<file path="src/rtl/mem_arbiter.sv">
`default_nettype none
// +--------------------------------------------------------------------------+
// | mem_arbiter                                                              |
// | Shares one RAM port between icache and dcache: dcache first, block-held  |
// | dcache grants, and a starvation hand-over to the icache.                 |
// | Revision: 1.0                                                            |
// +--------------------------------------------------------------------------+
module mem_arbiter #(
   parameter int STARVE_LIMIT = 16
) (
   input  logic        CLK,
   input  logic        nRST,
   input  logic        iREN,
   input  logic [31:0] iaddr,
   output logic        iwait,
   output logic [31:0] iload,
   input  logic        dREN,
   input  logic        dWEN,
   input  logic [31:0] daddr,
   input  logic [31:0] dstore,
   output logic        dwait,
   output logic [31:0] dload,
   output logic        ramREN,
   output logic        ramWEN,
   output logic [31:0] ramaddr,
   output logic [31:0] ramstore,
   input  logic [31:0] ramload,
   input  logic [1:0]  ramstate
);

   localparam int         c_starve_w = $clog2(STARVE_LIMIT + 1);
   localparam logic [1:0] c_ACCESS   = 2'd2;

   typedef enum logic [1:0] {
      IDLE  = 2'd0,
      ISERV = 2'd1,
      DSERV = 2'd2
   } owner_t;

   owner_t                r_owner;
   owner_t                w_next;
   logic                  r_word;
   logic [c_starve_w-1:0] r_starve;
   logic                  w_dreq;
   logic                  w_acc;
   logic                  w_sat;

   assign w_dreq = dREN | dWEN;
   assign w_acc  = (ramstate == c_ACCESS);
   assign w_sat  = (r_starve == c_starve_w'(STARVE_LIMIT));
   assign iload  = ramload;
   assign dload  = ramload;

   always_ff @(posedge CLK or negedge nRST) begin
      if (!nRST) begin
         r_owner  <= IDLE;
         r_word   <= 1'b0;
         r_starve <= '0;
      end else begin
         r_owner <= w_next;
         // Word counter tracks position inside a two-word dcache block
         r_word  <= (r_owner == DSERV && w_next == DSERV) ? (r_word ^ w_acc) : 1'b0;
         if (w_next == ISERV && r_owner != ISERV)
            r_starve <= '0;
         else if (r_owner == DSERV && iREN && !w_sat)
            r_starve <= r_starve + c_starve_w'(1);
      end
   end

   always_comb begin
      w_next   = r_owner;
      ramREN   = 1'b0;
      ramWEN   = 1'b0;
      ramaddr  = '0;
      ramstore = '0;
      iwait    = 1'b1;
      dwait    = 1'b1;
      case (r_owner)
         IDLE: begin
            if (w_dreq)
               w_next = DSERV;
            else if (iREN)
               w_next = ISERV;
         end
         ISERV: begin
            ramREN  = iREN;
            ramaddr = iaddr;
            iwait   = ~w_acc;
            if (w_acc || !iREN)
               w_next = w_dreq ? DSERV : (iREN ? ISERV : IDLE);
         end
         DSERV: begin
            ramWEN   = dWEN;
            ramREN   = dREN & ~dWEN;
            ramaddr  = daddr;
            ramstore = dstore;
            dwait    = ~w_acc;
            // A starved icache takes over only once a block's second word completes
            if (!w_dreq)
               w_next = iREN ? ISERV : IDLE;
            else if (w_sat && w_acc && r_word)
               w_next = ISERV;
         end
         default: w_next = IDLE;
      endcase
   end

endmodule
`default_nettype wire
</file>
<file path="config.mk">
export PLATFORM = sky130hd
export DESIGN_NAME = mem_arbiter
export DESIGN_NICKNAME = d
export VERILOG_FILES = /design/src/rtl/mem_arbiter.sv
export SDC_FILE = /design/constraint.sdc
export NUM_CORES = 1
export LEC_CHECK = 0
export CORE_AREA = 2 2 104 106
export CTS_CLUSTER_DIAMETER = 50
export DETAILED_ROUTE_END_ITERATION = 7
export DIE_AREA = 0 0 106 108
export HOLD_SLACK_MARGIN = 0.12
export PLACE_DENSITY = 0.67
export SLEW_MARGIN = 10
export SYNTH_ARGS = -nofsm -noshare
export SYNTH_HDL_FRONTEND = slang
export SYNTH_SLANG_ARGS = --single-unit
</file>
<file path="constraint.sdc">
create_clock -name CLK -period 2.15 [get_ports CLK]
set_input_delay 0.43 -clock CLK [delete_from_list [all_inputs] [get_ports CLK]]
set_output_delay 0.43 -clock CLK [all_outputs]
set_load 0.03 [all_outputs]
</file>
Yosys cells after proc, flatten, opt, wreduce, memory -nomap -nowiden:

Cells that the tools add are included.

* multiplexer cells: 17
* reductions and logical operators: 11
* bitwise logic cells: 5
* equal/unequal tests: 7
* add/subtract/negate cells: 1

Operators with widths (count)
* 32-bit one-hot mux with 2 select lines: 1
* 32-bit 2-to-1 mux: 1
* 2-bit 2-to-1 mux: 6
* 5-bit 2-to-1 mux: 2
* 2-bit == test (second input constant): 3
* 1-bit logical AND: 6
* 2-bit one-hot mux with 3 select lines: 1
* 5-bit by 1-bit adder with 5-bit output (second input constant): 1
* 5-bit == test (second input constant): 1
* 1-bit 2-to-1 mux: 5
* 2-bit by 1-bit == test with 1-bit output (second input constant): 2
* 1-bit zero test: 2
* 2-bit zero test: 1
* 2-bit by 1-bit != test with 1-bit output (second input constant): 1
* 1-bit inverter: 2
* 1-bit one-hot mux with 2 select lines: 1
* 2-bit nonzero test: 1
* 1-bit AND: 1
* 1-bit logical OR: 1
* 1-bit OR: 1
* 1-bit XOR: 1

* input port bits: 135
* output and inout port bits: 132
* word-level logic and storage cells: 44
* register bits: 8

Logic depth before layout (Yosys ltp):

* word-level depth: 9
* mapped depth: 7
* gate-level depth less buffers: 6

Worst setup path after synthesis:

OpenSTA, ideal clock, no wires.

* path type: register to output
* start point: register r_owner[0]
* end point: output ramREN
* arrival time: 1.778 ns
* setup slack: -0.058 ns
* data required time: 1.720 ns
* buffers on the path: 2
* stages on the path, launching flop included: 7
* cell sequence: dfrtp_1 > inv_1 > ha_1 > buf_6 > buf_2 > nand3b_1 > a21boi_0

* cells in the longest elaborated chain, start to end: 2
* elaborated cells between the ends (all ways): 3
* those cells by class: 2 x eq/ne; 1 x mux

Ends and longest elaborated chain
* start: declaration: RTL line 40 `owner_t r_owner;`
* start signal: assignment: RTL line 60 `r_owner <= w_next;`
* 2-bit == test / 2-bit by 1-bit == test with 1-bit output (equally long branches): RTL line 78 `case (r_owner)`
* 1-bit one-hot mux with 2 select lines (*): RTL line 78
* end: declaration: RTL line 23 `output logic ramREN,`

Mark *: on every way between the ends. The rest lies on a longest branch, timed or not.

Worst setup path after layout:

* start point: register r_owner[1]
* end point: output ramaddr[31]

* cells in the longest elaborated chain, start to end: 2
* elaborated cells between the ends (all ways): 3
* those cells by class: 2 x eq/ne; 1 x mux

Ends and longest elaborated chain
* 2-bit == test / 2-bit by 1-bit == test with 1-bit output (equally long branches): RTL line 78
* 32-bit one-hot mux with 2 select lines (*): RTL line 78
* end: declaration: RTL line 25 `output logic [31:0] ramaddr,`

Marks and branches as above.

==> results.md <==
- Count leader, synth: buf_4
- Peak VDD IR: 0.000569 V
- Final hold viol count: 0
- Worst-path clk slew: 40 ps
- Final antenna-violating net count: 0
- Root Driver: clkbuf_8
- Synthesized net count: 380
- Avg Cell Area, Syn: about 8 um2
- Setup violations, final: 0
- # diodes: 0
- Site row count: 37
- Crit path DAT: 1640 ps
- Area grow syn2layout: 76.1%
- Post-synth EDFFs: 0
- Nets: ~490
- Crit Path Max Fanout: 31
- Clock Sinks: 8
- Outcome: finished clean
- DR iter-0 viols: 76
- Post-synth top cells: buf_4 (64), and2_1 (33), a22oi_1 (32), nor2b_1 (32), clkbuf_1 (12)
- Tmin final: 2070 ps
- Hold WS: 485 ps
- CTS tree: built
- Vias per Instance: roughly 4.2
- Relative slew slack: 0.647
- Core region area: 10,200 um2
- Critical path class: flip-flop to primary output
- DIE HEIGHT: 108 um
- Synth area leader: buf_4
- Top cells by area, synth: buf_4 (25%), a22oi_1 (13%), and2_1 (11%), dfrtp_1 (11%), nor2b_1 (11%)
- Max-slew violations: 0
- # fillers: ~1,100
- Seq/Total Area, Yosys: 0.106
- GRT overflow: 0
- Worst-Margin Slew: roughly 530 ps
- FFs w/ async S/R, synth: 1.00
- Avg WL per Cell: between 15 and 20 um
- Final weighted congestion in routability-driven placement: 0.921
- Synth Register Bits: 8
- Yosys cell types: 37
- DP HPWL: between 6000 and 7000 um
- Synth Cell Area: 1890 um2
- Register area: 203 um2
- Worst-Skew Late Latency: 230 ps
- Clock buffer depth: 2
- Area after DPL: 3230 um2
- Buffers on Ports: 170
- Initial core utilization: 0.184
- Final instance area: between 3000 and 4000 um2
- Reg2reg path depth: 7
- Critical path launch point type: flip-flop
- Hold Crit Class: input port to asynchronous set/reset pin
- Largest net degree at the start of global routing: 32
- CTS Buf Count: 3
- Worst Skew: between 4 and 5 ps
- Footprint of the multi-input gates: 1150 um2
- Post-synth top area share: 0.255
- Main flop type after synthesis: dfrtp_1
- Number of vias in the routed layout: 2,026
- Layout cells sized above 1: 0.284
- Die ar.: around 11,000 um2
- Worst Path Required: 1720 ps
- Vias in the first global route: approximately 2,200
- Leakage power: 1.34 nW
- DR DRC count: 0
- Setup TNS: 0 ps
- First-pass GRT wire length: 11,000 um
- H-tree levels: 1
- Synth Warn #: 0
- Drt total wl: 7570 um
- Drt first pass iters: 4
- Num ports: about 270
- Crit path capture type: primary output
- RSZ-0062 raised after global routing: true
- Final period utilization: 0.962
- Die Wd: 106 um
- PwrDens: between 1000 and 1500 nW/um2
- Initial antenna violation count: 0
- Max_cap viols: 0
- GRT Total Usage: 0.119
- Hold buffers post-CTS: 0
- Max Freq: 483 MHz
- Cells after Synth: 239
## layout by cell type, fill, tap and decap left out, types with 4 or more instances in the layout
master           instances
ha_1                     4
a21oi_1                  7
a22oi_1                 32
clkdlybuf4s50_1        102
buf_12                  10
buf_4                   64
inv_1                    4
nor2b_1                 27
dfrtp_1                  6
and2_1                  33
nand2_1                  4
nor2b_2                  4
## what timing repair did
action / in CTS / in global routing
resized for setup: 6 / 10
setup buffers: 0 / 0
endpoints found under the setup margin: 34 / 39
cloned: 0 / 0
## cell families after synthesis
family | after synthesis | synth area share
compound gates | 49 | 0.220
xor+xnor | 5 | 0.0232
fa+ha+maj | 6 | 0.0398
buf+inv | 84 | 0.303
flops | 8 | 0.106
mux | 1 | 0.00531
simple gates | 86 | 0.303
## area by class of cell
class                           count  area share
Timing Repair Buffer              179       0.524
Multi-Input combinational cell    147       0.345
Sequential cell                     8      0.0610
Tap cell                          136      0.0512
Clock buffer                        3      0.0124
Inverter                            5     0.00641
## power breakdown
group / internal (mW) / switching, mW
clock: 0.121 / 0.0569
sequential: 0.207 / 0.0843
combinational: 1.57 / 1.89
total: 1.90 / 2.04
## final timing paths
path	start	endpoint	slack, ps
hold / removal	nRST	r_starve[0]	480
setup reg to reg	r_owner[1]	r_word	260
max in group asynchronous	nRST	r_owner[1]	1370
hold reg to reg	r_starve[4]	r_starve[4]	640
setup / recovery	r_owner[1]	ramaddr[31]	80
min in group CLK	r_starve[4]	r_starve[4]	640
## state kept, by name (all words and copies together) (netlist names)
register and cells:
r_owner 2, r_starve 5, r_word 1
## metrics by stage
stage / util / total power [mW] / setup WS, ps / std cells
6_report: 0.325 / 3.94 / 81.3 / 478
5_1_grt: 0.325 / 4.21 / -5.39 / 478
4_1_cts: 0.321 / 3.92 / 9.70 / 478
3_5_place_dp: 0.316 / 3.70 / 45.9 / 475
3_3_place_gp: 0.316 / 3.67 / 91.9 / 475
2_1_floorplan: - / 2.51 / 49.8 / 239
## worst max-delay path, cell delays in order, from the launching register on
cell and delay (ps):
dfrtp_2 420, inv_1 80, ha_2 370, buf_12 170, nor2b_1 170, buf_4 180
## per-layer routing
metal  vias to the layer above  GRT usage  wire [um]
li1                        956          -          -
met1                       922      0.127       2690
met2                       146      0.236       4070
met3                         2     0.0356        801
met4                         0     0.0132          4
met5                         -          0          0
Power figures use the tool's default switching activity.
